<file path="config.mk">
export PLATFORM = sky130hd
export DESIGN_NAME = pp_st0_ctrl
export DESIGN_NICKNAME = d
export VERILOG_FILES = /design/src/rtl/pp_st0_ctrl.sv
export SDC_FILE = /design/constraint.sdc
export NUM_CORES = 1
export LEC_CHECK = 0
export ABC_AREA = 1
export CORE_ASPECT_RATIO = 1.4
export CORE_UTILIZATION = 45
export DETAILED_ROUTE_END_ITERATION = 7
export PLACE_DENSITY = 0.74
export SLEW_MARGIN = 10
export SYNTH_ARGS = -nofsm -noshare
export SYNTH_HDL_FRONTEND = slang
export SYNTH_SLANG_ARGS = --single-unit
</file>
<file path="constraint.sdc">
create_clock -name clk -period 1.3 [get_ports clk]
set_input_delay 0.325 -clock clk [delete_from_list [all_inputs] [get_ports clk]]
set_output_delay 0.325 -clock clk [all_outputs]
set_load 0.03 [all_outputs]
</file>
<file path="src/rtl/pp_st0_ctrl.sv">
// Stage-0 ping-pong buffer sequencer: write addressing for one bank, paired-lane
// read addressing for the other, bank swap, and a latency-matched output valid.
module pp_st0_ctrl #(
    parameter int IN_ADDR_WIDTH  = 10,
    parameter int OUT_ADDR_WIDTH = 13,
    parameter int BANK_NUM       = 8,
    parameter int LATENCY        = 1,
    parameter int FRAME_LINES    = 1024
) (
    input  logic                      clk,
    input  logic                      rst,
    input  logic                      in_valid,
    output logic                      in_ready,
    output logic                      st0_sel,
    output logic [IN_ADDR_WIDTH-1:0]  st0_waddr,
    output logic                      st0_wen,
    output logic [OUT_ADDR_WIDTH-1:0] st0_raddr,
    output logic                      st0_ren,
    input  logic                      out_ready,
    output logic                      out_valid,
    output logic                      out_sof,
    output logic                      out_eof,
    output logic                      busy
);

    localparam int LANE_W = $clog2(BANK_NUM);
    localparam logic [IN_ADDR_WIDTH-1:0] LAST_LINE = IN_ADDR_WIDTH'(FRAME_LINES - 1);
    localparam logic [LANE_W-1:0]        LAST_LANE = LANE_W'(BANK_NUM - 2);

    logic [IN_ADDR_WIDTH-1:0] wr_cnt_q, wr_cnt_d;
    logic                     wr_full_q, wr_full_d;
    logic                     rd_active_q, rd_active_d;
    logic [LANE_W-1:0]        lane_q, lane_d;
    logic [IN_ADDR_WIDTH-1:0] line_q, line_d;
    logic                     sel_q, sel_d;
    logic [LATENCY-1:0]       vld_q, vld_d;
    logic [LATENCY-1:0]       sof_q, sof_d;
    logic [LATENCY-1:0]       eof_q, eof_d;

    logic wr_accept;
    logic rd_issue;
    logic line_last;
    logic lane_last;
    logic swap;

    assign wr_accept = in_valid && !wr_full_q;
    assign rd_issue  = rd_active_q && out_ready;
    assign line_last = (line_q == LAST_LINE);
    assign lane_last = (lane_q == LAST_LANE);
    // Waiting for the pipeline to drain keeps the last read of the old frame from
    // landing after the banks have been flipped underneath it.
    assign swap      = wr_full_q && !rd_active_q && !(|vld_q);

    assign in_ready  = !wr_full_q;
    assign st0_wen   = wr_accept;
    assign st0_waddr = wr_cnt_q;
    assign st0_ren   = rd_issue;
    assign st0_raddr = OUT_ADDR_WIDTH'({lane_q, line_q});
    assign st0_sel   = sel_q;
    assign out_valid = vld_q[LATENCY-1];
    assign out_sof   = sof_q[LATENCY-1];
    assign out_eof   = eof_q[LATENCY-1];
    assign busy      = wr_full_q || rd_active_q || (|vld_q) || (wr_cnt_q != '0);

    always_comb begin
        wr_cnt_d    = wr_cnt_q;
        wr_full_d   = wr_full_q;
        rd_active_d = rd_active_q;
        lane_d      = lane_q;
        line_d      = line_q;
        sel_d       = sel_q;

        if (wr_accept) begin
            if (wr_cnt_q == LAST_LINE) begin
                wr_cnt_d  = '0;
                wr_full_d = 1'b1;
            end else begin
                wr_cnt_d = wr_cnt_q + IN_ADDR_WIDTH'(1);
            end
        end

        // Lanes are read in pairs, so the lane counter walks the even lanes only.
        if (rd_issue) begin
            if (line_last) begin
                line_d = '0;
                if (lane_last) begin
                    lane_d      = '0;
                    rd_active_d = 1'b0;
                end else begin
                    lane_d = lane_q + LANE_W'(2);
                end
            end else begin
                line_d = line_q + IN_ADDR_WIDTH'(1);
            end
        end

        if (swap) begin
            sel_d       = !sel_q;
            wr_full_d   = 1'b0;
            rd_active_d = 1'b1;
            lane_d      = '0;
            line_d      = '0;
        end
    end

    for (genvar gi = 0; gi < LATENCY; gi++) begin : g_pipe
        if (gi == 0) begin : g_head
            assign vld_d[gi] = rd_issue;
            assign sof_d[gi] = rd_issue && (lane_q == '0) && (line_q == '0);
            assign eof_d[gi] = rd_issue && lane_last && line_last;
        end else begin : g_tail
            assign vld_d[gi] = vld_q[gi-1];
            assign sof_d[gi] = sof_q[gi-1];
            assign eof_d[gi] = eof_q[gi-1];
        end
    end

    always_ff @(posedge clk) begin
        if (rst) begin
            wr_cnt_q    <= '0;
            wr_full_q   <= 1'b0;
            rd_active_q <= 1'b0;
            lane_q      <= '0;
            line_q      <= '0;
            sel_q       <= 1'b0;
            vld_q       <= '0;
            sof_q       <= '0;
            eof_q       <= '0;
        end else begin
            wr_cnt_q    <= wr_cnt_d;
            wr_full_q   <= wr_full_d;
            rd_active_q <= rd_active_d;
            lane_q      <= lane_d;
            line_q      <= line_d;
            sel_q       <= sel_d;
            vld_q       <= vld_d;
            sof_q       <= sof_d;
            eof_q       <= eof_d;
        end
    end

endmodule

</file>
### After elaboration in Yosys (flattened, before gate mapping)

Index checks and enable logic that the tools add are counted.

| operators by class | value |
|---|---|
| add/sub/neg operators | 3 |
| eq/ne operators | 3 |
| muxes and demuxes | 7 |
| reductions and logical operators | 25 |

Operators by type and width:

| cell | count |
|---|---|
| 10-bit by 1-bit adder with 10-bit output, second input constant | 2 |
| 10-bit equality test, second input constant | 2 |
| 10-bit 2-to-1 mux | 2 |
| 10-bit logical NOT | 1 |
| 10-bit nonzero test | 1 |
| 1-bit logical AND | 8 |
| 2-bit nonzero test | 3 |
| 1-bit logical NOT | 4 |
| 1-bit 2-to-1 mux | 4 |
| 2-bit AND reduction | 2 |
| 3-bit by 2-bit adder with 3-bit output, second input constant | 1 |
| 3-bit equality test, second input constant | 1 |
| 3-bit logical NOT | 1 |
| 1-bit logical OR | 3 |
| 3-bit 2-to-1 mux | 1 |
| 3-bit AND reduction | 1 |
| 2-bit OR reduction | 1 |

| storage, ports and cells | value |
|---|---|
| register bits | 29 |
| input bits | 4 |
| output and inout bits | 31 |

### Logic depth before layout (Yosys ltp)

Gate-level depths: netlist of the first run.

| logic depth | value |
|---|---|
| depth after elaboration | 5 |
| mapped depth | 9 |
| gate-level depth less buffers | 9 |

### Worst setup path before layout of the first run

OpenSTA, ideal clock, no wires.

| timing path | value |
|---|---|
| path kind | register to output |
| start | reg wr_cnt_q[0] (netlist: st0_waddr[0]) |
| end | out busy |
| arrival time | 1,208 ps |
| data required time | 975 ps |
| setup slack | -233 ps |
| stages on the path, launching flop included | 6 |
| buffers on the path | 0 |
| path through | dfxtp_1 inv_1 ha_1 nand2_1 nor3_1 nand3_1 |

| on the way | value |
|---|---|
| cells in the longest elaborated chain, start to end | 2 |

RTL lines:

| element | RTL line | text |
|---|---|---|
| from (decl) | 30 | `logic [IN_ADDR_WIDTH-1:0] wr_cnt_q, wr_cnt_d;` |
| from (signal assigned) | 130 | `wr_cnt_q <= wr_cnt_d;` |
| 10-bit nonzero test | 63 | `assign busy = wr_full_q \|\| rd_active_q \|\| (\|vld_q) \|\| (wr_cnt_q != '0);` |
| 1-bit logical OR | 63 |  |
| to (decl) | 23 | `output logic busy` |

No other way between the ends.

### Worst setup path after layout of the first run

Ends and elaborated chain as after synthesis.

==> results of run 1 <==
report_power, final:
group          internal [mW]  leakage, nW  switching, mW
Sequential             0.855        0.236        0.00506
Clock                  0.220       0.0228          0.275
Combinational         0.0946        0.818         0.0949
Total                   1.17         1.08          0.375
sequential cells by signal, summed over array words and instances (netlist names):
| name | flops |
|---|---|
| st0_waddr | 10 |
| out_sof | 1 |
| lane_q | 2 |
| st0_sel | 1 |
| rd_active_q | 1 |
| wr_full_q | 1 |
| out_valid | 1 |
| out_eof | 1 |
| line_q | 10 |
worst max-delay path, stage by stage, from the launching register on:
cell	delay, ns
dfxtp_4	0.36
inv_4	0.06
ha_4	0.13
nand2_2	0.04
nor3_2	0.12
nand3_2	0.09
buf_6	0.16
metal layers:
metal  vias up  wire, µm  GRT usage, %
met3         5       101          2.65
met1       639      1390          22.3
met4         0        48          7.62
met5         -         0             0
li1        742         -             -
met2        39      1870          38.6
cell families (layout without fill, tap and decap cells):
logic type | Yosys count | after routing | synth area share [%]
AO/OA/AOI/OAI | 21 | 21 | 7.88
XOR/XNOR | 5 | 5 | 3.03
adder cells (fa/ha/maj) | 6 | 6 | 5.19
buffers and inverters | 36 | 104 | 9.61
flip-flops | 28 | 28 | 38.8
other | 1 | 1 | 0.259
AND/OR/NAND/NOR | 95 | 95 | 35.2
worst min-delay path by stage:
| stage | cells past startpoint | startpoint | end | slack, ns |
|---|---|---|---|---|
| 2_1_floorplan | 3 | rst | st0_waddr[7]$_SDFFE_PP0P_ | 0.48 |
| 3_3_place_gp | 2 | st0_sel$_SDFFE_PP0P_ | st0_sel$_SDFFE_PP0P_ | 0.46 |
| 3_5_place_dp | 2 | st0_sel$_SDFFE_PP0P_ | st0_sel$_SDFFE_PP0P_ | 0.46 |
| 4_1_cts | 2 | st0_sel$_SDFFE_PP0P_ | st0_sel$_SDFFE_PP0P_ | 0.47 |
| 5_1_grt | 2 | st0_sel$_SDFFE_PP0P_ | st0_sel$_SDFFE_PP0P_ | 0.52 |
| 6_report | 2 | st0_sel$_SDFFE_PP0P_ | st0_sel$_SDFFE_PP0P_ | 0.47 |
layout make-up:
cell class / count / area [µm²]
fillers: 256 / 862
clock buffers: 4 / 45.0
inverters: 34 / 133
well taps: 39 / 48.8
repair buffers: 66 / 543
multi-input cells: 128 / 866
flip-flops and latches: 28 / 596
through the flow:
step	setup slack, ns	std cells
final	-0.265	299
after global routing	-0.319	299
after CTS	-0.325	295
after detailed placement	-0.329	288
after global placement	-0.311	288
after floorplan	-0.0265	192
repair_timing:
item                                    CTS  global route
endpoints found under the setup margin   15            21
buffers inserted                          3             4
pin swaps                                 7            13
resized for setup                        21            15
endpoints found under the hold margin     0             0
placed cells by master (no fill, tap or decap), drive strengths merged, types with 2 or more instances in the layout:
master / count
o21ai: 8
inv: 34
nand4: 5
nand2: 34
clkbuf: 4
nor4: 3
xor2: 4
a21oi: 11
dlygate4sd2: 2
buf: 63
nand3: 11
nor2: 36
ha: 6
nor3: 6
dfxtp: 28
==> flow_summary_export.csv, run 1 <==
group,metric,value,unit
timing,slew_viol_final,0,
timing,fmax,0.639,GHz
detailed_routing,wl_per_cell,11.4,µm
place,port_buffers,33,
setup_path,reg2reg_slack,-0.14,ns
synthesis,synth_commonest_cells,"inv_1, dfxtp_1, nand2_1, nor2_1, a21oi_1",
detailed_routing,drc_errors,0,
floorplanning,core_region_area,3090,µm²
timing,hold_ws,0.474,ns
final_layout,layout-drive-gt1-share,48.8,%
synthesis,yosysTopAreaCell,"dfxtp_1",
pwr,p_total,1.54,mW
setup_path,crit_path_end,"busy",
global_routing,grt_max_degree,16,
cts,cts_htree_levels,1,
floorplanning,rows,24,
detailed_routing,vias,1425,
run_status,violations,"setup timing",
synthesis,synthArstFlopShare,0,%
timing,rsz0062_at_grt,"true",
detailed_routing,via_per_inst,4.77,
timing,fin_crit,1.57,ns
floorplanning,die_area,3450,µm²
synthesis,syn_inst,192,
cts,cts_tree,"done",
synthesis,synth-edff-count,0,
global_routing,antenna_found_initial,0,
timing,finalWorstSetupSlack,-0.265,ns
final_layout,final_cell_area,2230,µm²
cts,clock_latency,0.28,ns
detailed_routing,wirelength,3410,µm
place,dp_hpwl,2610,µm
final_layout,layout.nets,271,
run_status,status,"finished with violations",
setup_path,reg2reg_from,"st0_waddr[0]$_SDFFE_PP0P_",
global_routing,grt.overflow.total,0,
timing,timing.final.crit_share,120,%
synthesis,ys_warn_count,0,
synthesis,syn_avg_cell_area,7.53,µm²
detailed_routing,drtIter0Drc,21,
cts,cts_buffers,3,
cts,clock-sinks,28,
synthesis,synthesis.area,1450,µm²
setup_path,crit_arrival,1.24,ns
cts,cts_hold_buf,0,
floorplanning,start_util,46.7,%
floorplanning,die_w,49.9,µm
setup_path,worstSetupPathType,"flip-flop to output pin",
pwr,ir_worst_vdd,0.621,mV
floorplanning,ios,35,
pwr,p_per_area,692,nW/µm²
synthesis,yosysSeqAreaShare,38.8,%
setup_path,startpoint,"st0_waddr[0]$_SDFFE_PP0P_",
detailed_routing,ant_nets,0,
floorplanning,die_h,69.1,µm
synthesis,synth_area_leaders,"dfxtp_1, inv_1, nand2_1",
cts,clk_pin_slew,0.09,ns
synthesis,synth_top_area_share,38.8,%
setup_path,crit_path_end_kind,"output pin",
setup_path,r2r_cells,10,
timing,skew,0.00272,ns
timing,setup_tns,-0.892,ns
global_routing,grt_pass1_wl,5410,µm
synthesis,synthFlopType,"dfxtp_1",
detailed_routing,dr.pass1.iters,5,
synthesis,synth_most_common_cell,"inv_1",
synthesis,synth_nets,202,
global_routing,grt_pass1_vias,1256,
place,gp_congestion,0.788,
synthesis,synth_seq_cells,28,
timing,setup_viol,11,
synthesis,yosysUniqueCellTypes,30,
global_routing,grt.total_usage,20.5,%
setup_path,required,0.98,ns
final_layout,syn_to_final_growth,54.4,%
setup_path,r2r-end,"st0_waddr[8]$_SDFFE_PP0P_",
worst_hold_path,hold_class,"flip-flop to flip-flop",
final_layout,diodes,0,
setup_path,critPathLaunchType,"flip-flop",
final_layout,final_core_util,72.1,%
pwr,leakagePower,1.08,nW
setup_path,crit_path_max_fanout,2,
flow_run,drv_cap,0,
timing,hold_viol,0,
place,dpl_cell_area,2010,µm²
cts,root_buffer,"clkbuf_8",
cts,cts_buffer_depth,2,
Note: power is estimated with default switching activity, not from simulation.
==> inputs of run 2 (changes only) <==
--- a/config.mk
+++ b/config.mk
@@ -9,6 +9,7 @@
 export CORE_ASPECT_RATIO = 1.4
 export CORE_UTILIZATION = 45
 export DETAILED_ROUTE_END_ITERATION = 7
+export GPL_TIMING_DRIVEN = 0
 export PLACE_DENSITY = 0.74
 export SLEW_MARGIN = 10
 export SYNTH_ARGS = -nofsm -noshare
==> run 2 against run 1 <==
Against the previous run:
- the run still ends with setup timing left
- first-iteration DRC count is 14% higher
- sequential cell count unchanged
- sequential power hardly changed
- maximum frequency decreased by 0.52%
- cell count down 6.7%
- highest routed layer unchanged
- die area unchanged
==> flow_summary_export.csv, run 2 (same netlist as run 1, synthesis figures left out) <==
group,metric,value,unit
flow_run,drv_cap,0,
timing,finalWorstSetupSlack,-0.273,ns
final_layout,diodes,0,
run_status,status,"finished with violations",
setup_path,cp_cell_sequence,"nor4_1, nand3_2, buf_6",
detailed_routing,wirelength,3180,µm
floorplanning,rows,24,
global_routing,grt_busiest_layer,"met2",
floorplanning,die_h,69.1,µm
setup_path,crit_path_max_fanout,5,
cts,clock_latency,0.27,ns
floorplanning,ios,35,
global_routing,use_met2,33.9,%
place,port_buffers,33,
run_status,violations,"setup timing",
cts,clock-sinks,28,
cts,cts_htree_levels,1,
place,gp_congestion,0.767,
cts,cts_buffer_depth,2,
setup_path,worst_path_max_delay_cell,"dfxtp_1",
worst_hold_path,hold_class,"input port to flip-flop",
final_layout,layout.nets,251,
final_layout,layout-drive-gt1-share,42.5,%
setup_path,crit_arrival,1.25,ns
final_layout,final_cells,279,
floorplanning,die_area,3450,µm²
pwr,p_per_area,739,nW/µm²
setup_path,required,0.98,ns
setup_path,startpoint,"st0_waddr[8]$_SDFFE_PP0P_",
cts,clk_pin_slew,0.08,ns
worst_hold_path,hp-start,"rst",
global_routing,grt_max_degree,16,
pwr,ir_worst_vdd,0.691,mV
detailed_routing,vias,1354,
detailed_routing,ant_nets,0,
global_routing,grt_pass1_vias,1205,
setup_path,worstSetupPathType,"flip-flop to output pin",
floorplanning,die_w,49.9,µm
pwr,leakagePower,0.930,nW
place,dp.cells,264,
worst_hold_path,min_delay_path_depth,4,
cts,cts_buffers,3,
detailed_routing,wl_per_cell,11.4,µm
timing,rsz0062_at_grt,"true",
timing,slew_viol_final,0,
cts,root_buffer,"clkbuf_8",
detailed_routing,drc_errors,0,
final_layout,final_common_cell,"inv_1",
global_routing,grtUsageMet3,2.21,%
timing,hold_viol,0,
place,pre_cts_slack,-0.773,ns
timing,fmax,0.636,GHz
place,dp_hpwl,2270,µm
global_routing,grt.total_usage,19.1,%
detailed_routing,dr.pass1.iters,4,
floorplanning,core_region_area,3090,µm²
detailed_routing,drtIter0Drc,24,
floorplanning,start_util,46.7,%
detailed_routing,via_per_inst,4.85,
setup_path,critPathLaunchType,"flip-flop",
global_routing,antenna_found_initial,0,
global_routing,grt_pass1_wl,5190,µm
cts,cts_tree,"done",
timing,timing.final.crit_share,121,%
timing,setup_viol,4,
final_layout,layout_common_cells,"inv_1, nand2_1, nor2_1, buf_2, dfxtp_2",
setup_path,crit_path_end_kind,"output pin",
setup_path,reg2reg_from,"st0_waddr[0]$_SDFFE_PP0P_",
setup_path,r2r_cells,9,
global_routing,grt.overflow.total,0,
global_routing,grt_use_met1,22.5,%
final_layout,syn_to_final_growth,39.6,%
timing,skew,0.0115,ns
timing,fin_crit,1.57,ns
setup_path,critPathMaxStageDelay,0.36,ns
timing,setup_tns,-0.367,ns
-- run 2: path summary, 6_finish.rpt --
kind	endpoint	slack, ns
max	busy	-0.27
min	st0_waddr[7]$_SDFFE_PP0P_	0.45
min reg2reg	st0_sel$_SDFFE_PP0P_	0.47
max reg2reg	st0_waddr[8]$_SDFFE_PP0P_	-0.07
-- run 2: critical path, delay by kind of cell, from the launching register on --
| family | cells | cell delay (ns) |
|---|---|---|
| and+or+nand+nor | 2 | 0.47 |
| DFF | 1 | 0.36 |
| buffers and inverters | 1 | 0.15 |
-- run 2: layer usage --
layer / part of all wire (%) / vias up
met4: 2.7 / 0
met2: 52 / 33
li1: - / 704
met1: 42 / 607
met3: 3.4 / 10
met5: 0 / -
-- run 2: final cells by class --
| class | instances | area (µm²) |
|---|---|---|
| well taps | 39 | 48.8 |
| multi-input cells | 128 | 827 |
| flip-flops and latches | 28 | 598 |
| plain buffers | 2 | 11.3 |
| clock buffers | 4 | 45.0 |
| inverters | 34 | 133 |
| fillers | 283 | 1080 |
| repair buffers | 44 | 354 |
-- run 2: timing repair --
| item | CTS | global route |
|---|---|---|
| hold buffers | 0 | 0 |
| setup buffers | 11 | 2 |
| setup endpoints to repair | 44 | 32 |
| pin swaps | 8 | 6 |
| gates resized for setup | 148 | 21 |
-- run 2: stage by stage --
step	utilization, %	total power, mW	area (µm²)	hold slack [ns]
2_1_floorplan	-	0.963	1510	0.476
3_3_place_gp	61.0	1.01	1890	0.453
3_5_place_dp	61.0	1.01	1890	0.463
4_1_cts	65.5	1.51	2020	0.477
5_1_grt	65.2	1.55	2020	0.477
6_report	65.2	1.49	2020	0.450
-- run 2: power by group --
group | internal, mW | leakage, nW | total (mW) | switching [mW]
registers | 0.853 | 0.237 | 0.858 | 0.00521
logic | 0.0668 | 0.671 | 0.156 | 0.0896
clock network | 0.220 | 0.0228 | 0.477 | 0.257
total | 1.14 | 0.930 | 1.49 | 0.352
